**src/rtl/rom_arb_pkg.sv**
```systemverilog
// Shared types and the round-robin select helper for the rom read-port arbiter.
package rom_arb_pkg;

  localparam int unsigned N_REQ_MAX = 8;
  localparam int unsigned W_TAG     = $clog2(N_REQ_MAX);

  typedef logic [W_TAG-1:0] tag_t;

  typedef enum logic {
    GRANT_IDLE,
    GRANT_LOCKED
  } grant_state_e;

  typedef struct packed {
    logic found;
    tag_t idx;
  } rr_sel_t;

  // First set bit of req at or after start, wrapping within the low n bits.
  function automatic rr_sel_t rr_select(input logic [N_REQ_MAX-1:0] req,
                                        input tag_t start,
                                        input int unsigned n);
    rr_sel_t     sel;
    int unsigned idx;
    sel = '0;
    for (int unsigned k = 0; k < N_REQ_MAX; k++) begin
      idx = 32'(start) + k;
      if (idx >= n) idx = idx - n;
      if (k < n && !sel.found && req[idx[W_TAG-1:0]]) begin
        sel.found = 1'b1;
        sel.idx   = idx[W_TAG-1:0];
      end
    end
    return sel;
  endfunction

endpackage

```
**src/rtl/rom_arb_tag_fifo.sv**
```systemverilog
// In-order requester-tag FIFO: registered write, combinational head read.
module rom_arb_tag_fifo
  import rom_arb_pkg::*;
#(
  parameter int unsigned DEPTH = 4
) (
  input  logic                   clk,
  input  logic                   rst,
  input  logic                   push,
  input  tag_t                   din,
  input  logic                   pop,
  output tag_t                   dout,
  output logic                   empty,
  output logic                   full,
  output logic [$clog2(DEPTH):0] count
);

  localparam int unsigned W_PTR = $clog2(DEPTH);

  tag_t [DEPTH-1:0] mem_q, mem_d;
  logic [W_PTR-1:0] wr_ptr_q, wr_ptr_d;
  logic [W_PTR-1:0] rd_ptr_q, rd_ptr_d;
  logic [W_PTR:0]   count_q, count_d;
  logic             do_push, do_pop;

  assign empty = (count_q == '0);
  assign full  = (count_q == (W_PTR+1)'(DEPTH));
  assign count = count_q;
  assign dout  = mem_q[rd_ptr_q];

  always_comb begin
    mem_d    = mem_q;
    wr_ptr_d = wr_ptr_q;
    rd_ptr_d = rd_ptr_q;
    count_d  = count_q;
    do_push  = push & ~full;
    do_pop   = pop & ~empty;
    if (do_push) begin
      mem_d[wr_ptr_q] = din;
      wr_ptr_d        = wr_ptr_q + W_PTR'(1);
    end
    if (do_pop) rd_ptr_d = rd_ptr_q + W_PTR'(1);
    unique case ({do_push, do_pop})
      2'b10:   count_d = count_q + (W_PTR+1)'(1);
      2'b01:   count_d = count_q - (W_PTR+1)'(1);
      default: count_d = count_q;
    endcase
  end

  always_ff @(posedge clk or posedge rst) begin
    if (rst) begin
      mem_q    <= '0;
      wr_ptr_q <= '0;
      rd_ptr_q <= '0;
      count_q  <= '0;
    end else begin
      mem_q    <= mem_d;
      wr_ptr_q <= wr_ptr_d;
      rd_ptr_q <= rd_ptr_d;
      count_q  <= count_d;
    end
  end

endmodule

```
**src/rtl/rom_arbiter.sv**
```systemverilog
// Round-robin sharing of one rom read port among N_REQ requesters; data is
// steered back in acceptance order using a tag FIFO.
module rom_arbiter
  import rom_arb_pkg::*;
#(
  parameter int unsigned N_REQ           = 4,
  parameter int unsigned W_ADDR          = 16,
  parameter int unsigned W_DATA          = 16,
  parameter int unsigned MAX_OUTSTANDING = 4
) (
  input  logic                          clk,
  input  logic                          rst,
  input  logic [N_REQ-1:0]              req_addr_valid,
  input  logic [N_REQ-1:0][W_ADDR-1:0]  req_addr_data,
  output logic [N_REQ-1:0]              req_addr_ready,
  output logic [N_REQ-1:0]              req_data_valid,
  output logic [N_REQ-1:0][W_DATA-1:0]  req_data_data,
  input  logic [N_REQ-1:0]              req_data_ready,
  output logic                          rom_addr_valid,
  output logic [W_ADDR-1:0]             rom_addr_data,
  input  logic                          rom_addr_ready,
  input  logic                          rom_data_valid,
  input  logic [W_DATA-1:0]             rom_data_data,
  output logic                          rom_data_ready
);

  grant_state_e state_q, state_d;
  tag_t         grant_q, grant_d;
  tag_t         rr_ptr_q, rr_ptr_d;
  tag_t         g;
  rr_sel_t      sel;
  logic         grant_hit, grant_active, addr_hs, data_hs;

  logic [N_REQ_MAX-1:0]             req_vec, aready_vec, dvalid_vec, dready_vec;
  logic [N_REQ_MAX-1:0][W_ADDR-1:0] addr_vec;

  tag_t                            fifo_dout;
  logic                            fifo_empty, fifo_full;
  logic [$clog2(MAX_OUTSTANDING):0] fifo_count_unused;

  always_comb begin
    req_vec                = '0;
    req_vec[N_REQ-1:0]     = req_addr_valid;
    addr_vec               = '0;
    addr_vec[N_REQ-1:0]    = req_addr_data;
    dready_vec             = '0;
    dready_vec[N_REQ-1:0]  = req_data_ready;
    aready_vec             = '0;
    dvalid_vec             = '0;
    state_d                = state_q;
    grant_d                = grant_q;
    rr_ptr_d               = rr_ptr_q;
    g                      = grant_q;
    grant_hit              = 1'b0;
    sel                    = rr_select(req_vec, rr_ptr_q, N_REQ);

    unique case (state_q)
      GRANT_IDLE: begin
        if (!fifo_full && sel.found) begin
          g         = sel.idx;
          grant_hit = 1'b1;
        end
      end
      GRANT_LOCKED: grant_hit = 1'b1;
      default:      grant_hit = 1'b0;
    endcase

    // The IDLE grant is combinational, so reset must mask it to drop outputs at once.
    grant_active   = grant_hit & ~rst;
    rom_addr_valid = grant_active & req_vec[g];
    rom_addr_data  = addr_vec[g];
    aready_vec[g]  = grant_active & rom_addr_ready;
    addr_hs        = rom_addr_valid & rom_addr_ready;

    if (addr_hs) begin
      state_d  = GRANT_IDLE;
      rr_ptr_d = (g == tag_t'(N_REQ-1)) ? '0 : g + tag_t'(1);
    end else if (grant_active) begin
      state_d = GRANT_LOCKED;
      grant_d = g;
    end

    rom_data_ready        = ~fifo_empty & dready_vec[fifo_dout];
    dvalid_vec[fifo_dout] = rom_data_valid & ~fifo_empty;
    data_hs               = rom_data_valid & rom_data_ready;
  end

  assign req_addr_ready = aready_vec[N_REQ-1:0];
  assign req_data_valid = dvalid_vec[N_REQ-1:0];
  assign req_data_data  = {N_REQ{rom_data_data}};

  always_ff @(posedge clk or posedge rst) begin
    if (rst) begin
      state_q  <= GRANT_IDLE;
      grant_q  <= '0;
      rr_ptr_q <= '0;
    end else begin
      state_q  <= state_d;
      grant_q  <= grant_d;
      rr_ptr_q <= rr_ptr_d;
    end
  end

  rom_arb_tag_fifo #(
    .DEPTH(MAX_OUTSTANDING)
  ) u_tag_fifo (
    .clk  (clk),
    .rst  (rst),
    .push (addr_hs),
    .din  (g),
    .pop  (data_hs),
    .dout (fifo_dout),
    .empty(fifo_empty),
    .full (fifo_full),
    .count(fifo_count_unused)
  );

endmodule

```
**config.mk**
```make
export PLATFORM = sky130hd
export DESIGN_NAME = rom_arbiter
export DESIGN_NICKNAME = d
export VERILOG_FILES = /design/src/rtl/rom_arb_pkg.sv /design/src/rtl/rom_arb_tag_fifo.sv /design/src/rtl/rom_arbiter.sv
export SDC_FILE = /design/constraint.sdc
export NUM_CORES = 1
export LEC_CHECK = 0
export CELL_PAD_IN_SITES_DETAIL_PLACEMENT = 1
export CELL_PAD_IN_SITES_GLOBAL_PLACEMENT = 1
export CORE_UTILIZATION = 28
export CTS_CLUSTER_SIZE = 8
export DETAILED_ROUTE_END_ITERATION = 10
export PLACE_DENSITY = 0.93
export SLEW_MARGIN = 30
export SYNTH_ARGS = -nofsm -noshare
export SYNTH_HDL_FRONTEND = slang
export SYNTH_SLANG_ARGS = --single-unit
export TNS_END_PERCENT = 10
```
**constraint.sdc**
```tcl
create_clock -name clk -period 8.7 [get_ports clk]
set_input_delay 0.87 -clock clk [delete_from_list [all_inputs] [get_ports clk]]
set_output_delay 0.87 -clock clk [all_outputs]
set_load 0.05 [all_outputs]
```
==> results.yml <==
outcome:
  status: "complete, no violations"
power:
  power_density_nw_per_um2: 437
  worst_ir_drop_vdd_mv: 0.324
  switching_power_uw: 847
  clock_power_share: 0.046
  finalPower_uw: 1520
  p_comb_frac: 0.808
  swShare: 0.558
  power.leakage_uw: 0.00146
  internal-power_uw: 671
  p_seq_frac: 0.146
yosys:
  ys_async_sr_fraction: 1.00
  syn_area_um2: 2780
  synth-main-ff-cell: "dfrtp_1"
  yosysSeqAreaShare: 0.234
  ys_ff_latch: 26
  synth_edf_count: 0
  ys_warn_count: 0
  syn_inst: 293
  avgSynthCellArea_um2: 9.47
  synth_nets: 394
  synth_cell_types: 52
floorplan:
  die-width_um: 102
  core_area_um2: 9420
  ios: 182
  initial_core_util: 0.295
  die_area_um2: 10300
  die_height_um: 102
  rows: 35
clocking:
  cts.sinks: 26
  clockRootBuffer: "clkbuf_8"
  clockBufferDepth: 2
  post_cts_resized: 0
  cts_setup_buffers: 0
  hold_buffers: 0
  cts_tree: "done"
  clkLatencyLatePin_ns: 0.27
  clkTransAtPathRegs_ns: 0.09
  htree_levels: 1
  cts_inserted_buffers: 3
cells_and_area:
  final_common_cell: "clkdlybuf4s50_1"
  fillCellCount: 1066
  num-nets-final: 427
  antennaDiodeCount: 0
  drive_above_1_share: 0.0926
  syn_to_final_growth_pct: 25.1
  final_cell_mix: "clkdlybuf4s50_1 (101), mux2i_1 (36), dfrtp_1 (26)"
placement:
  pre_cts_ws_ns: 2.91
  gp_congestion: 0.792
  post-dp-hpwl_mm: 6.87
  io_buffers: 101
detailed_routing:
  avgRoutedWirePerCell_um: 18.3
  finalWirelength_mm: 8.29
  drcViolationCount: 0
  antenna_left: 0
  first_iter_violations: 47
  via_count: 2210
  routed_via_density: 4.88
  firstDrtPassIters: 4
worst_setup_path:
  critical_path_class: "register to output pin"
  critPathLaunchType: "register"
  cp_max_fo: 31
  crit_required_ns: 7.83
  arrival_ns: 4.94
  end_kind: "output pin"
sta:
  clock_skew_ns: 0.00214
  max_clock_freq_mhz: 172
  period_share: 0.668
  setup_tns_ns: 0
  rsz0062_at_grt: "no"
  worstMarginPinSlew_ns: 0.845
  drv_slew: 0
  fin_crit_ns: 5.81
  relSlewSlack: 0.436
  finalWorstSetupSlack_ns: 2.89
  setup_viol: 0
  hold_violations: 0
run:
  cap_violations: 0
worst_hold_path:
  worst_hold_path_type: "register to register"
grt:
  antenna_found_initial: 0
  track_usage: 0.156
  grt_pass1_wl_mm: 12.5
  grt_pass1_vias: 2419
  gr-total-overflow: 0
  grt_max_degree: 32
[cells in the mapped netlist, types with 2 or more instances]
library cell  count  area share
xnor2_1           3      0.0095
buf_4            64        0.17
ha_1              8       0.036
mux2_1            5       0.020
o21a_1            2      0.0054
nor2b_1           5       0.011
and3_1            4      0.0090
mux2_4            3       0.016
xor2_1            3      0.0095
dfrtp_1          26        0.23
a41oi_2           4       0.023
mux2_2            2      0.0081
nor4_1            2      0.0045
nor3_1            6       0.011
mux2i_1          36        0.13
a211o_1           2      0.0063
inv_1            12       0.016
a211oi_1          6       0.016
nand3_1           2      0.0036
o31a_1            2      0.0063
o31ai_1           2      0.0054
mux4_2            5       0.041
buf_2             4      0.0072
and2_1            7       0.016
a21o_1            4       0.011
clkbuf_1          6      0.0081
o32a_1            2      0.0072
nor3b_1           3      0.0081
o22ai_1          18       0.041
nand2_1           9       0.012
o21ai_1           3      0.0054
nor2_1           13       0.018
[kinds of logic (layout without fill, tap and decap cells)]
group	after synthesis	after routing	share of synthesized area
xor gates and xnor gates	6	6	0.0189
and+or+nand+nor	59	59	0.121
buffers and inverters	87	118	0.209
DFF	26	26	0.234
adders and majority gates	9	9	0.0433
muxes	51	51	0.215
AOI/OAI and AO/OA	55	55	0.159
[cell type report]
| type | count | area [µm²] | area share |
|---|---|---|---|
| Sequential cell | 26 | 651 | 0.187 |
| Timing Repair Buffer | 103 | 1030 | 0.295 |
| Clock buffer | 3 | 41.3 | 0.0119 |
| Tap cell | 129 | 161 | 0.0465 |
| Inverter | 12 | 45.0 | 0.0130 |
| Multi-Input combinational cell | 180 | 1550 | 0.446 |
[per-layer routing]
metal	up-vias	track usage	share of wire
li1	1062	-	-
met5	-	0	0
met2	33	0.281	0.54
met3	22	0.0283	0.038
met4	0	0.0446	0.018
met1	1093	0.188	0.40
[critical path, stage by stage, from the launching register on]
cell,delay (ns)
dfrtp_1,0.57
inv_1,0.14
ha_1,0.48
mux2_4,0.34
or3_4,0.35
a211o_1,0.36
and4_4,0.22
nor2_4,0.31
buf_4,0.51
mux2i_1,0.35
o22ai_1,0.12
and2_1,0.19
clkdlybuf4s50_1,0.71
[final timing paths]
kind	cells after the start	end	slack, ns	startpoint
worst min register to register	1	u_tag_fifo.mem_q[4]	0.48	u_tag_fifo.mem_q[4]
worst min-delay path	1	u_tag_fifo.mem_q[4]	0.48	u_tag_fifo.mem_q[4]
min in group asynchronous	2	state_q	1.06	rst
max in group asynchronous	2	u_tag_fifo.wr_ptr_q[1]	7.27	rst
worst max register to register	16	u_tag_fifo.count[2]	3.61	rr_ptr_q[0]
worst max-delay path	12	rom_addr_valid	2.89	rr_ptr_q[0]
[stage by stage]
stage	util	hold slack, ns	instances	area, µm²
floorplan	-	0.444	293	2780
detailed placement	0.364	0.465	450	3430
CTS	0.369	0.485	453	3470
global route	0.369	0.503	453	3470
global placement	0.364	0.460	450	3430
finish	0.369	0.485	453	3470
[sequential cells by signal, summed over array words and instances, names as in the netlist]
register             count
grant_q                  3
u_tag_fifo.rd_ptr_q      2
u_tag_fifo.mem_q        12
u_tag_fifo.wr_ptr_q      2
u_tag_fifo.count         3
state_q                  1
rr_ptr_q                 3
[power by group through the flow]
stage	registers [µW]	logic, µW	clock network [µW]
floorplan	196	984	0
global placement	219	1190	0
detailed placement	226	1230	0
CTS	223	1240	70.6
global route	229	1300	74.4
finish	222	1230	69.3
No activity file was read; power rests on OpenSTA's default activity.
